[src/rtl/i3c_cfg_pkg.sv]
// Shared types and helpers for the I3C descriptor loader.
package i3c_cfg_pkg;

  // Loader sequencing states.
  typedef enum logic [2:0] {
    ST_IDLE    = 3'd0,
    ST_LOAD    = 3'd1,
    ST_HANDOFF = 3'd2,
    ST_RUN     = 3'd3,
    ST_FINISH  = 3'd4
  } desc_ld_state_e;

  localparam int unsigned NUM_DESC_BYTES = 8;

  typedef logic [2:0] desc_idx_t;

  // Select byte idx of a 64-bit descriptor; byte k = desc[8k+7:8k].
  function automatic logic [7:0] desc_byte(input logic [63:0] desc, input desc_idx_t idx);
    logic [5:0] lsb_s;
    lsb_s     = {idx, 3'b000};
    desc_byte = desc[lsb_s +: 8];
  endfunction

endpackage

[src/rtl/cfg_wait_timer.sv]
// Loadable up-counter with synchronous clear and a terminal-count flag.
// Priority: clr > load > en. The count saturates at all-ones.
module cfg_wait_timer #(
  parameter int unsigned W = 20
) (
  input  logic         clk,
  input  logic         rst_n,
  input  logic         clr,
  input  logic         load,
  input  logic [W-1:0] load_val,
  input  logic         en,
  input  logic [W-1:0] term,
  output logic         tc
);

  logic [W-1:0] count_r;

  // Counter register: clear, load or advance by one.
  always_ff @(posedge clk or negedge rst_n) begin
    if (!rst_n) begin
      count_r <= '0;
    end else if (clr) begin
      count_r <= '0;
    end else if (load) begin
      count_r <= load_val;
    end else if (en && (count_r != {W{1'b1}})) begin
      count_r <= count_r + {{(W-1){1'b0}}, 1'b1};
    end else begin
      count_r <= count_r;
    end
  end

  assign tc = (count_r == term);

endmodule

[src/rtl/i3c_desc_loader.sv]
// Host-side sequencer: writes one 64-bit descriptor into the I3C register
// file byte by byte, hands ownership back, runs the controller and waits
// for completion or timeout.
module i3c_desc_loader
  import i3c_cfg_pkg::*;
#(
  parameter logic [11:0] BASE_ADDR   = 12'd1000,
  parameter int unsigned WR_HOLD     = 2,
  parameter logic [19:0] TIMEOUT_CYC = 20'd100000
) (
  input  logic        i_sdr_clk,
  input  logic        i_sdr_rst_n,
  input  logic        i_desc_valid,
  output logic        o_desc_ready,
  input  logic [63:0] i_desc,
  input  logic        i_abort,
  input  logic        i_ctrl_done,
  output logic [7:0]  o_regf_config,
  output logic [11:0] o_regf_wr_address_config,
  output logic        o_regf_wr_en_config,
  output logic        o_regf_rd_en_config,
  output logic        o_data_config_mux_sel,
  output logic        o_controller_en,
  output logic        o_busy,
  output logic        o_done,
  output logic        o_timeout
);

  localparam logic [19:0] HOLD_TERM = 20'(WR_HOLD);
  localparam logic [19:0] ONE_20    = 20'd1;

  desc_ld_state_e state_r, state_n_s;
  desc_idx_t      idx_r, idx_n_s;
  logic [63:0]    desc_r, desc_n_s;

  logic hold_clr_s, hold_load_s, hold_en_s, hold_tc_s;
  logic run_clr_s, run_load_s, run_en_s, run_tc_s;

  logic [7:0]  regf_config_r, regf_config_n_s;
  logic [11:0] regf_addr_r, regf_addr_n_s;
  logic        regf_wr_en_r, regf_wr_en_n_s;
  logic        mux_sel_r, mux_sel_n_s;
  logic        ctrl_en_r, ctrl_en_n_s;
  logic        done_r, done_n_s;
  logic        timeout_r, timeout_n_s;

  cfg_wait_timer #(.W(20)) u_hold_timer (
    .clk      (i_sdr_clk),
    .rst_n    (i_sdr_rst_n),
    .clr      (hold_clr_s),
    .load     (hold_load_s),
    .load_val (ONE_20),
    .en       (hold_en_s),
    .term     (HOLD_TERM),
    .tc       (hold_tc_s)
  );

  cfg_wait_timer #(.W(20)) u_run_timer (
    .clk      (i_sdr_clk),
    .rst_n    (i_sdr_rst_n),
    .clr      (run_clr_s),
    .load     (run_load_s),
    .load_val (ONE_20),
    .en       (run_en_s),
    .term     (TIMEOUT_CYC),
    .tc       (run_tc_s)
  );

  // Next-state, byte index, descriptor capture and timer controls.
  always_comb begin
    state_n_s   = state_r;
    idx_n_s     = idx_r;
    desc_n_s    = desc_r;
    hold_clr_s  = 1'b0;
    hold_load_s = 1'b0;
    hold_en_s   = 1'b0;
    run_clr_s   = 1'b0;
    run_load_s  = 1'b0;
    run_en_s    = 1'b0;
    timeout_n_s = 1'b0;
    case (state_r)
      ST_IDLE: begin
        if (i_desc_valid) begin
          state_n_s   = ST_LOAD;
          desc_n_s    = i_desc;
          idx_n_s     = 3'd0;
          hold_load_s = 1'b1;
        end else begin
          hold_clr_s = 1'b1;
          run_clr_s  = 1'b1;
        end
      end
      ST_LOAD: begin
        if (i_abort) begin
          state_n_s  = ST_IDLE;
          desc_n_s   = 64'd0;
          hold_clr_s = 1'b1;
        end else if (hold_tc_s) begin
          if (idx_r == 3'd7) begin
            state_n_s  = ST_HANDOFF;
            hold_clr_s = 1'b1;
          end else begin
            idx_n_s     = idx_r + 3'd1;
            hold_load_s = 1'b1;
          end
        end else begin
          hold_en_s = 1'b1;
        end
      end
      ST_HANDOFF: begin
        if (i_abort) begin
          state_n_s = ST_IDLE;
          desc_n_s  = 64'd0;
        end else begin
          state_n_s  = ST_RUN;
          run_load_s = 1'b1;
        end
      end
      ST_RUN: begin
        if (i_abort) begin
          state_n_s = ST_IDLE;
          desc_n_s  = 64'd0;
          run_clr_s = 1'b1;
        end else if (i_ctrl_done) begin
          state_n_s = ST_FINISH;
        end else if (run_tc_s) begin
          state_n_s   = ST_IDLE;
          timeout_n_s = 1'b1;
        end else begin
          run_en_s = 1'b1;
        end
      end
      ST_FINISH: begin
        if (i_abort) begin
          desc_n_s = 64'd0;
        end else begin
          desc_n_s = desc_r;
        end
        state_n_s = ST_IDLE;
      end
      default: begin
        state_n_s = ST_IDLE;
      end
    endcase
  end

  // Output values for the coming cycle, decoded from the next state so
  // every registered output lines up with the state it belongs to.
  always_comb begin
    regf_wr_en_n_s  = (state_n_s == ST_LOAD);
    mux_sel_n_s     = (state_n_s == ST_LOAD);
    ctrl_en_n_s     = (state_n_s == ST_RUN);
    done_n_s        = (state_n_s == ST_FINISH);
    regf_addr_n_s   = 12'd0;
    regf_config_n_s = 8'd0;
    if (state_n_s == ST_LOAD) begin
      regf_addr_n_s   = BASE_ADDR + {9'd0, idx_n_s};
      regf_config_n_s = desc_byte(desc_n_s, idx_n_s);
    end else begin
      regf_addr_n_s   = 12'd0;
      regf_config_n_s = 8'd0;
    end
  end

  // State, index and captured descriptor registers.
  always_ff @(posedge i_sdr_clk or negedge i_sdr_rst_n) begin
    if (!i_sdr_rst_n) begin
      state_r <= ST_IDLE;
      idx_r   <= 3'd0;
      desc_r  <= 64'd0;
    end else begin
      state_r <= state_n_s;
      idx_r   <= idx_n_s;
      desc_r  <= desc_n_s;
    end
  end

  // Registered outputs toward the register file and controller.
  always_ff @(posedge i_sdr_clk or negedge i_sdr_rst_n) begin
    if (!i_sdr_rst_n) begin
      regf_config_r <= 8'd0;
      regf_addr_r   <= 12'd0;
      regf_wr_en_r  <= 1'b0;
      mux_sel_r     <= 1'b0;
      ctrl_en_r     <= 1'b0;
      done_r        <= 1'b0;
      timeout_r     <= 1'b0;
    end else begin
      regf_config_r <= regf_config_n_s;
      regf_addr_r   <= regf_addr_n_s;
      regf_wr_en_r  <= regf_wr_en_n_s;
      mux_sel_r     <= mux_sel_n_s;
      ctrl_en_r     <= ctrl_en_n_s;
      done_r        <= done_n_s;
      timeout_r     <= timeout_n_s;
    end
  end

  assign o_desc_ready             = (state_r == ST_IDLE);
  assign o_busy                   = (state_r != ST_IDLE);
  assign o_regf_config            = regf_config_r;
  assign o_regf_wr_address_config = regf_addr_r;
  assign o_regf_wr_en_config      = regf_wr_en_r;
  assign o_regf_rd_en_config      = 1'b0;
  assign o_data_config_mux_sel    = mux_sel_r;
  assign o_controller_en          = ctrl_en_r;
  assign o_done                   = done_r;
  assign o_timeout                = timeout_r;

endmodule

[config.mk]
export PLATFORM = sky130hd
export DESIGN_NAME = i3c_desc_loader
export DESIGN_NICKNAME = d
export VERILOG_FILES = /design/src/rtl/i3c_cfg_pkg.sv /design/src/rtl/cfg_wait_timer.sv /design/src/rtl/i3c_desc_loader.sv
export SDC_FILE = /design/constraint.sdc
export NUM_CORES = 1
export LEC_CHECK = 0
export CAP_MARGIN = 20
export CORE_UTILIZATION = 25
export DETAILED_ROUTE_END_ITERATION = 10
export DONT_BUFFER_PORTS = 1
export SYNTH_ARGS = -nofsm -noshare
export SYNTH_HDL_FRONTEND = slang
export SYNTH_HIERARCHICAL = 1
export SYNTH_SLANG_ARGS = --single-unit
[constraint.sdc]
create_clock -name i_sdr_clk -period 4.3 [get_ports i_sdr_clk]
set_input_delay 0.43 -clock i_sdr_clk [delete_from_list [all_inputs] [get_ports i_sdr_clk]]
set_output_delay 0.43 -clock i_sdr_clk [all_outputs]
set_load 0.005 [all_outputs]
==> impl_table.tex, run 1 <==
\begin{tabular}{lr}
\hline
Metric & Value \\
\hline
\multicolumn{2}{l}{\textbf{Outcome}} \\
\quad Outcome & finished, violations left \\
\quad Violated checks & negative hold slack \\
\multicolumn{2}{l}{\textbf{Flow run}} \\
\quad \# Max-Cap Violations & 0 \\
\multicolumn{2}{l}{\textbf{Placement}} \\
\quad I/O Buffers & 0 \\
\quad Detailed-placement wirelength estimate & about 13000 um \\
\quad Weighted congestion at the end of routability-driven global placement & 0.862 \\
\multicolumn{2}{l}{\textbf{Worst setup path}} \\
\quad Peak fanout along the critical path & 11 \\
\quad Buffers and inverters on the worst path & 2 \\
\quad Element type at the critical path end & register \\
\quad Startpoint type of the worst setup path & register \\
\quad Slowest stage delay, CP & around 0.54 ns \\
\quad Reg2reg setup slack & between 0.6 and 0.7 ns \\
\quad Critical path's slowest cell & or4\_1 \\
\quad CP required & 4.64 ns \\
\quad Start-to-end type of the worst setup path & reg2reg \\
\quad Cells traversed along the worst timing path & xor2\_1 -> nor4\_1 -> nand3\_1 -> nor3\_1 -> buf\_4 -> and3\_1 -> o21ai\_0 -> o21ai\_0 -> nor3b\_2 -> buf\_4 -> or2\_1 -> nor2\_1 -> a31o\_2 -> or4\_1 -> o211ai\_2 \\
\quad Arrival time at the worst endpoint & 4.00 ns \\
\quad Family of cells with the greatest summed delay on the critical path & simple AND/OR/NAND/NOR gates \\
\multicolumn{2}{l}{\textbf{Synthesis}} \\
\quad Yosys warning count & 6 \\
\quad Count of flip-flops with a built-in enable after synthesis & 0 \\
\quad Top-area cell type share of the netlist area & about 44\% \\
\quad Number of synthesized register bits & between 100 and 150 \\
\quad Sequential-to-total area share from yosys stat & 43.5\% \\
\quad Cells taking the most area after synthesis & dfrtp\_1 (44\%), a22o\_1 (6.8\%), xor2\_1 (4.5\%) \\
\quad Ys flop type & dfrtp\_1 \\
\quad Synth Cell Area & around 7000 um\^{}2 \\
\quad Number of distinct standard cells referenced by the synthesized netlist & between 80 and 90 \\
\quad Library cell occupying the most area in the post-synthesis netlist & dfrtp\_1 \\
\quad Average cell area after synthesis & 10.6 um\^{}2 \\
\quad Cell count after synthesis & roughly 680 \\
\quad Post-synthesis async set-or-reset flop share & between 90\% and 100\% \\
\multicolumn{2}{l}{\textbf{GRT}} \\
\quad Initial antenna violation count & 0 \\
\quad Remaining global-route overflow & 0 \\
\quad Number of global-route vias before repair & 5214 \\
\quad Largest net degree at the start of global routing & about 130 \\
\quad Wire length of the first global-routing pass & about 30000 um \\
\quad Global Route Usage Sum & 13.0\% \\
\multicolumn{2}{l}{\textbf{Floorplanning}} \\
\quad Number of standard-cell rows in the floorplan & between 60 and 70 \\
\quad Vertical die dimension & about 170 um \\
\quad Initial standard-cell utilization of the core & approximately a quarter \\
\quad Ports placed on the boundary & 97 \\
\quad Total die area & between 20000 and 30000 um\^{}2 \\
\quad Width of the die & around 170 um \\
\quad Placeable core area & approximately 28000 um\^{}2 \\
\multicolumn{2}{l}{\textbf{Pwr}} \\
\quad Static Leakage & between 3 and 4 nW \\
\quad Worst vdd ir & slightly below 0.3 mV \\
\quad Power density normalized to cell area & 420 nW/um\^{}2 \\
\multicolumn{2}{l}{\textbf{STA}} \\
\quad Final hold slack & -0.0264 ns \\
\quad Shortest period the worst path allows & 3.66 ns \\
\quad Unrepaired setup endpoints after global routing & false \\
\quad Share of the cycle needed by the critical path after routing & 85.1\% \\
\quad Setup violations, final & 0 \\
\quad Max-slew violation total from the final report & 0 \\
\quad Highest attainable clock frequency & roughly 270 MHz \\
\quad Hold Vio Cnt, Final & 6 \\
\quad Relative slew slack & roughly 34\% \\
\quad Clock skew & between 0.009 and 0.01 ns \\
\quad Total Negative Setup Slacks & 0 ns \\
\quad Transition time of the tightest slew-check pin & 0.987 ns \\
\multicolumn{2}{l}{\textbf{Finish}} \\
\quad Top library cells by usage in the layout, fill and taps aside & dfrtp\_1 (125), conb\_1 (85), a22o\_1 (56), nor2\_1 (48), xor2\_1 (37) \\
\quad Share of cells above drive strength 1 & about an eighth \\
\quad Count of fill cells added during filler insertion & between 2000 and 3000 \\
\quad Area added between synthesis and finish & 16.2\% \\
\quad Fin nets & approximately 810 \\
\quad Most frequent standard cell in the layout excluding fill and tap cells & dfrtp\_1 \\
\quad Antenna fix cells & 0 \\
\multicolumn{2}{l}{\textbf{Clocking}} \\
\quad TritonCTS clock tree & built \\
\quad Cts bufs inserted & 17 \\
\quad Total clock sinks & 125 \\
\quad Worst-skew pair later-pin latency & 0.42 ns \\
\quad Maximum number of buffers from clock root to sink & 2 \\
\quad Clock Tree Root & clkbuf\_16 \\
\quad CTS HTree Levels & 4 \\
\quad Clock Pin Slew Worst Setup and Hold Paths & approximately 0.06 ns \\
\multicolumn{2}{l}{\textbf{Route}} \\
\quad Drt drc & 0 \\
\quad Antenna viol nets, final & 0 \\
\quad Pre-antenna DRT Iters & 4 \\
\quad Vias/cell & between 4 and 5 \\
\quad First DRT Iteration DRCs & just over 400 \\
\quad WL per Instance & about 17 um \\
\quad Via total after detailed routing & approximately 5300 \\
\quad Total Wirelength & about 19000 um \\
\multicolumn{2}{l}{\textbf{Worst hold path}} \\
\quad Worst min-delay path class & in2async \\
\hline
\end{tabular}
power breakdown:
| part | leakage [nW] | internal [mW] | switching, mW |
|---|---|---|---|
| Combinational | 1.65 | 0.219 | 0.298 |
| Clock | 0.304 | 0.988 | 0.562 |
| Sequential | 1.65 | 1.32 | 0.118 |
per-stage QoR:
stage,cells,setup slack (ns),power (mW),util [%],instance area [um^2]
2_1_floorplan,759,0.873,1.86,-,7500
3_3_place_gp,1091,0.727,1.94,27.5,7690
3_5_place_dp,1091,0.704,1.95,27.5,7690
4_1_cts,1124,0.654,3.55,29.8,8350
5_1_grt,1124,0.364,3.67,29.8,8350
6_report,1124,0.639,3.51,29.8,8350
what timing repair did:
item	4_1_cts	5_1_grt
hold endpoints to repair	125	0
buffers inserted	0	0
hold buffers	1	0
gates resized for setup	0	0
state kept, by name, indices dropped and copies added, names as in the netlist:
signal                    flops
desc_r                       64
idx_r                         3
o_controller_en               1
o_done                        1
o_regf_config                 8
o_regf_wr_address_config      4
o_timeout                     1
state_r                       3
u_hold_timer/count_r         20
u_run_timer/count_r          20
synth_stat cells, drive strengths merged (11+ instances only):
| cell | instances |
|---|---|
| a211oi | 21 |
| nand2 | 26 |
| dfrtp | 125 |
| clkbuf | 15 |
| mux2i | 19 |
| o211ai | 14 |
| buf | 42 |
| nand4 | 22 |
| nor2 | 48 |
| inv | 23 |
| xor2 | 37 |
| a22o | 56 |
| nand3 | 24 |
| xnor2 | 23 |
| a21oi | 21 |
| nor4 | 11 |
| nor3 | 18 |
| o221ai | 16 |
cells by family after synthesis:
| logic type | synth area share (%) |
|---|---|
| AOI/OAI and AO/OA | 21.6 |
| buffers and inverters | 6.58 |
| xor gates and xnor gates | 7.31 |
| and+or+nand+nor | 16.0 |
| DFF | 43.5 |
| other | 0.105 |
| adders and majority gates | 0.522 |
| muxes | 4.27 |
layer usage:
layer / vias up / global-route usage (%) / wire length [um]
li1: 2575 / - / -
met1: 2569 / 16.1 / 8080
met2: 126 / 20.7 / 8960
met3: 20 / 4.23 / 1200
met4: 0 / 5.63 / 424
met5: - / 0 / 0
final cells by class:
cell class / count / area, um^2 / share of cell area [%]
flip-flops and latches: 125 / 3130 / 37.5
multi-input cells: 554 / 3910 / 46.8
clock inverters: 13 / 189 / 2.26
inverters: 23 / 98.8 / 1.18
well taps: 378 / 473 / 5.66
clock buffers: 19 / 443 / 5.30
repair buffers: 12 / 110 / 1.32
worst paths after layout:
check | startpoint | to | cells past startpoint
min in group i_sdr_clk | i_ctrl_done | o_done | 1
max in group asynchronous | i_sdr_rst_n | u_run_timer/count_r[11] | 1
max | u_hold_timer/count_r[8] | u_hold_timer/count_r[14] | 15
min | i_sdr_rst_n | desc_r[49] | 1
max reg2reg | u_hold_timer/count_r[8] | u_hold_timer/count_r[14] | 15
min reg2reg | desc_r[9] | desc_r[9] | 2
Note: power is estimated with default switching activity, not from simulation.
==> run 2: changes to the inputs <==
--- a/config.mk
+++ b/config.mk
@@ -9,6 +9,7 @@
 export CORE_UTILIZATION = 25
 export DETAILED_ROUTE_END_ITERATION = 10
 export DONT_BUFFER_PORTS = 1
+export MAX_ROUTING_LAYER = met4
 export SYNTH_ARGS = -nofsm -noshare
 export SYNTH_HDL_FRONTEND = slang
 export SYNTH_HIERARCHICAL = 1
==> run 2 against run 1 <==
Effect of this change:
- global-route usage grew 0.076 points
- worst hold slack lost 0.0035 ns
- the flow still finishes with violations (negative hold slack)
- largest power group unchanged
- critical path type unchanged
- die area is the same
- highest routed layer unchanged
- count of clock-buffer cells in the layout grew 3
- maximum frequency grew 0.43%
==> impl_table.tex, run 2 (same netlist as run 1, synthesis figures left out) <==
\begin{tabular}{lr}
\hline
Metric & Value \\
\hline
\multicolumn{2}{l}{\textbf{Outcome}} \\
\quad Outcome & finished, violations left (unchanged) \\
\quad Violated checks & negative hold slack (unchanged) \\
\multicolumn{2}{l}{\textbf{Worst setup path}} \\
\quad Family of cells with the greatest summed delay on the critical path & simple AND/OR/NAND/NOR gates (unchanged) \\
\quad Peak fanout along the critical path & 11 (unchanged) \\
\quad CP required & 4.64 ns (about the same) \\
\quad Start-to-end type of the worst setup path & reg2reg (unchanged) \\
\quad Slowest stage delay, CP & 0.53 ns (was 0.54 ns) \\
\quad Cells traversed along the worst timing path & xor2\_1 -> nor4\_1 -> nand3\_1 -> nor3\_1 -> buf\_4 -> and3\_1 -> o21ai\_0 -> o21ai\_0 -> nor3b\_2 -> buf\_4 -> or2\_1 -> nor2\_1 -> a31o\_2 -> or4\_1 -> o211ai\_2 (unchanged) \\
\quad Critical path's slowest cell & or4\_1 (unchanged) \\
\quad Arrival time at the worst endpoint & 3.98 ns (was 4.00 ns) \\
\quad Buffers and inverters on the worst path & 2 (unchanged) \\
\quad Startpoint type of the worst setup path & register (unchanged) \\
\quad Element type at the critical path end & register (unchanged) \\
\multicolumn{2}{l}{\textbf{GRT}} \\
\quad Remaining global-route overflow & 0 (unchanged) \\
\quad Largest net degree at the start of global routing & 126 (unchanged) \\
\quad Number of global-route vias before repair & 5103 (was 5214) \\
\quad Initial antenna violation count & 1 (was 0) \\
\quad Wire length of the first global-routing pass & 28600 um (was 29400 um) \\
\quad Global Route Usage Sum & 13.1\% (was 13.0\%) \\
\multicolumn{2}{l}{\textbf{Finish}} \\
\quad Area of the multi-input gates & 3910 um\^{}2 (unchanged) \\
\quad Most frequent standard cell in the layout excluding fill and tap cells & dfrtp\_1 (unchanged) \\
\quad Area taken by flip-flops and latches & 3130 um\^{}2 (unchanged) \\
\quad Count of fill cells added during filler insertion & 2878 (was 2883) \\
\quad Fin nets & 805 (unchanged) \\
\quad Non-filler instance count after layout & 1123 (was 1124) \\
\quad Share of cells above drive strength 1 & 11.9\% (was 12.2\%) \\
\quad Top library cells by usage in the layout, fill and taps aside & dfrtp\_1 (125), conb\_1 (85), a22o\_1 (56), nor2\_1 (48), xor2\_1 (37) (unchanged) \\
\quad Number of flip-flops in the largest register & 64 (unchanged) \\
\quad Antenna fix cells & 0 (unchanged) \\
\quad Largest reg by FF count & desc\_r (unchanged) \\
\quad Area added between synthesis and finish & 15.9\% (was 16.2\%) \\
\quad Largest registers & desc\_r: 64 flops, u\_hold\_timer/count\_r: 20 flops, u\_run\_timer/count\_r: 20 flops (unchanged) \\
\multicolumn{2}{l}{\textbf{STA}} \\
\quad Setup violations, final & 0 (unchanged) \\
\quad Final hold slack & -0.0298 ns (was -0.0264 ns) \\
\quad Clock skew & 0.00708 ns (was 0.00929 ns) \\
\quad Relative slew slack & 37.8\% (was 34.1\%) \\
\quad Unrepaired setup endpoints after global routing & false (unchanged) \\
\quad Share of the cycle needed by the critical path after routing & 84.8\% (was 85.1\%) \\
\quad Transition time of the tightest slew-check pin & 0.932 ns (was 0.987 ns) \\
\quad Highest attainable clock frequency & 274 MHz (was 273 MHz) \\
\quad Max-slew violation total from the final report & 0 (unchanged) \\
\quad Hold Vio Cnt, Final & 12 (was 6) \\
\quad Total Negative Setup Slacks & 0 ns (unchanged) \\
\quad Shortest period the worst path allows & 3.64 ns (was 3.66 ns) \\
\multicolumn{2}{l}{\textbf{Route}} \\
\quad Length of routed met3 wiring & 1250 um (was 1200 um) \\
\quad Metal-1 WL & 8060 um (was 8080 um) \\
\quad Highest routing layer actually used & met4 (unchanged) \\
\quad Total Wirelength & 18300 um (was 18700 um) \\
\quad Vias/cell & 4.70 (was 4.71) \\
\quad First DRT Iteration DRCs & 287 (was 410) \\
\quad Drt drc & 0 (unchanged) \\
\quad Via total after detailed routing & 5278 (was 5290) \\
\quad Pre-antenna DRT Iters & 5 (was 4) \\
\quad Antenna viol nets, final & 0 (unchanged) \\
\quad WL per Instance & 16.3 um (was 16.6 um) \\
\quad Met2 Wirelength & 8550 um (was 8960 um) \\
\multicolumn{2}{l}{\textbf{Floorplanning}} \\
\quad Total die area & 29400 um\^{}2 (unchanged) \\
\quad Vertical die dimension & 172 um (unchanged) \\
\quad Ports placed on the boundary & 97 (unchanged) \\
\quad Placeable core area & 28000 um\^{}2 (unchanged) \\
\quad Initial standard-cell utilization of the core & 25.7\% (unchanged) \\
\quad Width of the die & 172 um (unchanged) \\
\quad Number of standard-cell rows in the floorplan & 61 (unchanged) \\
\multicolumn{2}{l}{\textbf{Pwr}} \\
\quad Power density normalized to cell area & 414 nW/um\^{}2 (was 420 nW/um\^{}2) \\
\quad Worst vdd ir & 0.287 mV (was 0.293 mV) \\
\quad Static Leakage & 3.58 nW (was 3.60 nW) \\
\multicolumn{2}{l}{\textbf{Placement}} \\
\quad Weighted congestion at the end of routability-driven global placement & 0.841 (was 0.862) \\
\quad Detailed-placement wirelength estimate & 12600 um (about the same) \\
\quad Cell count after placement & 1091 (unchanged) \\
\quad I/O Buffers & 0 (unchanged) \\
\multicolumn{2}{l}{\textbf{Clocking}} \\
\quad Resize count post-CTS & 0 (unchanged) \\
\quad CTS HTree Levels & 4 (unchanged) \\
\quad Clock Pin Slew Worst Setup and Hold Paths & 0.06 ns (about the same) \\
\quad Worst-skew pair later-pin latency & 0.41 ns (was 0.42 ns) \\
\quad Total clock sinks & 125 (unchanged) \\
\quad Clock Tree Root & clkbuf\_16 (unchanged) \\
\quad Cts bufs inserted & 17 (unchanged) \\
\quad Maximum number of buffers from clock root to sink & 2 (unchanged) \\
\quad TritonCTS clock tree & built (unchanged) \\
\multicolumn{2}{l}{\textbf{Flow run}} \\
\quad \# Max-Cap Violations & 0 (unchanged) \\
\multicolumn{2}{l}{\textbf{Worst hold path}} \\
\quad Worst min-delay path class & in2async (unchanged) \\
\hline
\end{tabular}
[run 2: cell types whose count changed in the layout (fill, tap and decap cells not counted)]
cell        previous run  this run
clkbuf_8               1         3
clkinvlp_4             2         3
clkinv_4               4         1
bufinv_16              4         3
clkinv_2               2         1
clkbuf_1               1         2
[run 2: final cells by class]
class	instances	area share, %
well taps	378	5.68
clock inverters	9	1.62
repair buffers	12	1.32
inverters	23	1.19
multi-input cells	554	46.9
flip-flops and latches	125	37.6
clock buffers	22	5.69
[run 2: where the power goes]
part	switching (mW)	internal [mW]	leakage [nW]
logic	0.298	0.219	1.65
clock network	0.532	0.956	0.289
registers	0.115	1.33	1.65
[run 2: final timing paths]
| kind | slack, ns | from | depth (start not counted) | endpoint |
|---|---|---|---|---|
| min | -0.03 | i_sdr_rst_n | 1 | desc_r[39] |
| min reg2reg | 0.48 | desc_r[14] | 2 | desc_r[14] |
| max | 0.66 | u_hold_timer/count_r[16] | 15 | u_hold_timer/count_r[14] |
| min in group i_sdr_clk | 0.14 | i_ctrl_done | 1 | o_done |
| max reg2reg | 0.66 | u_hold_timer/count_r[16] | 15 | u_hold_timer/count_r[14] |
| max in group asynchronous | 3.84 | i_sdr_rst_n | 1 | u_run_timer/count_r[12] |
[run 2: stage by stage]
stage          util [%]  setup slack (ns)  power (mW)  hold slack [ns]  instance area [um^2]
2_1_floorplan         -             0.873        1.86            0.134                  7500
5_1_grt            29.7             0.345        3.60           0.0137                  8330
3_3_place_gp       27.5             0.754        1.94            0.138                  7690
6_report           29.7             0.655        3.45          -0.0298                  8330
3_5_place_dp       27.5             0.691        1.95            0.138                  7690
4_1_cts            29.7             0.640        3.49           0.0146                  8330
[run 2: routing by layer]
metal	GRT usage [%]	up-vias
met3	4.35	25
met2	19.2	141
met1	16.4	2538
li1	-	2574
met4	5.59	0
met5	-	-
[run 2: what timing repair did]
action | CTS | global route
buffers inserted | 0 | 0
hold endpoints to repair | 125 | 0
hold buffers | 1 | 0
==> run 3: changes to the inputs <==
==> constraint.sdc (replaced) <==
create_clock -name i_sdr_clk -period 3.4 [get_ports i_sdr_clk]
set_input_delay 0.34 -clock i_sdr_clk [delete_from_list [all_inputs] [get_ports i_sdr_clk]]
set_output_delay 0.34 -clock i_sdr_clk [all_outputs]
set_load 0.005 [all_outputs]
==> run 3 against run 2 <==
Effect of this change:
- the flow now finishes without violations
- non-clock buffer count increased by 10
- final area rose by 0.96%
- largest power group unchanged
- critical path depth shrank 3
- largest cell class unchanged
==> impl_table.tex, run 3 (same netlist as run 1, synthesis figures left out) <==
\begin{tabular}{lr}
\hline
Metric & Value \\
\hline
\multicolumn{2}{l}{\textbf{Flow run}} \\
\quad \# Max-Cap Violations & 0 (unchanged) \\
\multicolumn{2}{l}{\textbf{STA}} \\
\quad Max-slew violation total from the final report & 0 (unchanged) \\
\quad Hold Vio Cnt, Final & 0 (was 12) \\
\quad Unrepaired setup endpoints after global routing & false (unchanged) \\
\quad Share of the cycle needed by the critical path after routing & 92.6\% (was 84.8\%) \\
\quad Relative slew slack & 51.8\% (was 37.8\%) \\
\quad Clock skew & 0.00829 ns (was 0.00708 ns) \\
\quad Crit path setup slack, layout & 0.253 ns (was 0.655 ns) \\
\quad Transition time of the tightest slew-check pin & 0.724 ns (was 0.932 ns) \\
\quad Highest attainable clock frequency & 318 MHz (was 274 MHz) \\
\quad Shortest period the worst path allows & 3.15 ns (was 3.64 ns) \\
\quad Total Negative Setup Slacks & 0 ns (unchanged) \\
\quad Setup violations, final & 0 (unchanged) \\
\multicolumn{2}{l}{\textbf{Worst setup path}} \\
\quad Element type at the critical path end & register (unchanged) \\
\quad CP required & 3.75 ns (was 4.64 ns) \\
\quad Reg-to-reg startpoint & u\_hold\_timer/count\_r[16] (unchanged) \\
\quad Reg2reg setup slack & 0.25 ns (was 0.66 ns) \\
\quad Worst reg2reg path endpoint & u\_hold\_timer/count\_r[14] (unchanged) \\
\quad Start-to-end type of the worst setup path & reg2reg (unchanged) \\
\quad Peak fanout along the critical path & 8 (was 11) \\
\quad Arrival time at the worst endpoint & 3.50 ns (was 3.98 ns) \\
\quad Startpoint type of the worst setup path & register (unchanged) \\
\quad R2r worst-path depth & 12 (was 15) \\
\multicolumn{2}{l}{\textbf{Clocking}} \\
\quad Total clock sinks & 125 (unchanged) \\
\quad Cts bufs inserted & 17 (unchanged) \\
\quad Clock Tree Root & clkbuf\_16 (unchanged) \\
\quad Maximum number of buffers from clock root to sink & 2 (unchanged) \\
\quad Worst-skew pair later-pin latency & 0.43 ns (was 0.41 ns) \\
\quad Clock Pin Slew Worst Setup and Hold Paths & 0.06 ns (about the same) \\
\quad TritonCTS clock tree & built (unchanged) \\
\quad CTS HTree Levels & 4 (unchanged) \\
\multicolumn{2}{l}{\textbf{GRT}} \\
\quad Number of global-route vias before repair & 5257 (was 5103) \\
\quad Global Route Usage Sum & 13.7\% (was 13.1\%) \\
\quad Initial antenna violation count & 0 (was 1) \\
\quad Largest net degree at the start of global routing & 126 (unchanged) \\
\quad Remaining global-route overflow & 0 (unchanged) \\
\quad Wire length of the first global-routing pass & 30200 um (was 28600 um) \\
\multicolumn{2}{l}{\textbf{Placement}} \\
\quad Pre-CTS setup slack & 0.196 ns (was 0.691 ns) \\
\quad Detailed-placement wirelength estimate & 13000 um (was 12600 um) \\
\quad Weighted congestion at the end of routability-driven global placement & 0.885 (was 0.841) \\
\quad I/O Buffers & 0 (unchanged) \\
\multicolumn{2}{l}{\textbf{Route}} \\
\quad Pre-antenna DRT Iters & 4 (was 5) \\
\quad WL per Instance & 16.7 um (was 16.3 um) \\
\quad Vias/cell & 4.74 (was 4.70) \\
\quad First DRT Iteration DRCs & 452 (was 287) \\
\quad Total Wirelength & 19000 um (was 18300 um) \\
\quad Via total after detailed routing & 5370 (was 5278) \\
\quad Drt drc & 0 (unchanged) \\
\quad Antenna viol nets, final & 0 (unchanged) \\
\multicolumn{2}{l}{\textbf{Finish}} \\
\quad Number of flip-flops in the largest register & 64 (unchanged) \\
\quad Area added between synthesis and finish & 17.0\% (was 15.9\%) \\
\quad Count of fill cells added during filler insertion & 2893 (was 2878) \\
\quad Most frequent standard cell in the layout excluding fill and tap cells & dfrtp\_1 (unchanged) \\
\quad Share of cells above drive strength 1 & 13.6\% (was 11.9\%) \\
\quad Largest reg by FF count & desc\_r (unchanged) \\
\quad Fin nets & 815 (was 805) \\
\quad Top library cells by usage in the layout, fill and taps aside & dfrtp\_1 (125), conb\_1 (85), a22o\_1 (56), nor2\_1 (48), xor2\_1 (37) (unchanged) \\
\quad Antenna fix cells & 0 (unchanged) \\
\quad Largest registers & desc\_r: 64 flops, u\_hold\_timer/count\_r: 20 flops, u\_run\_timer/count\_r: 20 flops (unchanged) \\
\multicolumn{2}{l}{\textbf{Floorplanning}} \\
\quad Ports placed on the boundary & 97 (unchanged) \\
\quad Number of standard-cell rows in the floorplan & 61 (unchanged) \\
\quad Vertical die dimension & 172 um (unchanged) \\
\quad Width of the die & 172 um (unchanged) \\
\quad Initial standard-cell utilization of the core & 25.7\% (unchanged) \\
\quad Placeable core area & 28000 um\^{}2 (unchanged) \\
\quad Total die area & 29400 um\^{}2 (unchanged) \\
\multicolumn{2}{l}{\textbf{Pwr}} \\
\quad Worst vdd ir & 0.341 mV (was 0.287 mV) \\
\quad Relative contribution of combinational cells to total power & 16.1\% (was 15.0\%) \\
\quad Sw power & 1.37 mW (was 0.945 mW) \\
\quad Static Leakage & 3.64 nW (was 3.58 nW) \\
\quad Clock share of power & 42.0\% (was 43.2\%) \\
\quad Power density normalized to cell area & 515 nW/um\^{}2 (was 414 nW/um\^{}2) \\
\quad Switching portion of total power & 31.6\% (was 27.4\%) \\
\quad Internal power consumption & 2.96 mW (was 2.50 mW) \\
\quad Flop pwr share & 41.9\% (was 41.8\%) \\
\multicolumn{2}{l}{\textbf{Worst hold path}} \\
\quad Worst min-delay path class & in2reg (was in2async) \\
\quad Worst hold path startpoint & i\_ctrl\_done \\
\quad Worst Hold Path Cells & 1 \\
\quad Worst-case hold path end point & o\_done \\
\multicolumn{2}{l}{\textbf{Outcome}} \\
\quad Outcome & finished, final reports clean (was finished, violations left) \\
\hline
\end{tabular}
run 3: cell count changes in the layout (fill, tap and decap cells not counted), sizes merged, moves of 2 or more:
cell,before,now
buf,12,21
bufinv,3,0
clkbuf,22,17
clkinv,2,4
clkinvlp,3,0
inv,24,34
run 3: metal layers:
metal  wire (um)  global-route usage (%)  up-vias  part of all wire [%]
met2        9040                    21.0      141                    48
met3        1020                    3.47       25                   5.4
li1            -                       -     2594                     -
met4         378                    4.46        0                   2.0
met1        8540                    17.7     2610                    45
met5           0                       -        -                     0
run 3: worst max-delay path, cell delays in order, from the launching register on:
cell	delay, ns
dfrtp_1	0.45
xor2_1	0.20
nor4_1	0.29
nand3_1	0.13
nor3_2	0.20
and3_1	0.24
o21ai_0	0.08
o21ai_0	0.08
nor3b_2	0.25
nor2_1	0.18
a31o_2	0.35
or4_1	0.53
o211ai_2	0.07
run 3: layout make-up:
cell class                 instances  area, um^2  share of cell area (%)
clock buffer                      17         425                    5.06
clock inverter                    15         164                    1.95
inverter                          23        98.8                    1.18
multi-input combinational        554        3920                    46.6
sequential                       125        3130                    37.2
tap                              378         473                    5.63
timing repair buffer              22         200                    2.38
run 3: worst max path at each step:
stage / startpoint / to / slack (ns) / cells past startpoint
floorplan: u_hold_timer/count_r[2] / u_hold_timer/count_r[14] / 0.09 / 17
global placement: u_hold_timer/count_r[13] / u_hold_timer/count_r[14] / 0.32 / 12
detailed placement: u_hold_timer/count_r[16] / u_hold_timer/count_r[14] / 0.20 / 12
CTS: u_hold_timer/count_r[16] / u_hold_timer/count_r[14] / 0.17 / 12
global route: u_hold_timer/count_r[16] / u_hold_timer/count_r[14] / 0.02 / 12
finish: u_hold_timer/count_r[16] / u_hold_timer/count_r[14] / 0.25 / 12
run 3: power groups by stage:
stage	Sequential, mW	Combinational, mW	Clock [mW]
floorplan	1.79	0.569	0
global placement	1.83	0.653	0
detailed placement	1.83	0.658	0
CTS	1.81	0.699	1.85
global route	1.83	0.771	1.93
finish	1.81	0.696	1.82
run 3: timing repair:
action / CTS / global route
resized for setup: 0 / 1
hold endpoints to repair: 125 / 0
hold buffers: 2 / 0
setup buffers: 0 / 0
endpoints found under the setup margin: 0 / 2
run 3: metrics by stage:
step	total power [mW]	area, um^2	std cells	util, %	hold slack (ns)
2_1_floorplan	2.35	7500	759	-	0.0444
3_3_place_gp	2.48	7770	1100	27.8	0.0520
3_5_place_dp	2.49	7770	1100	27.8	0.0524
4_1_cts	4.36	8400	1134	30.0	0.0227
5_1_grt	4.54	8410	1134	30.0	0.0277
6_report	4.33	8410	1134	30.0	0.0390
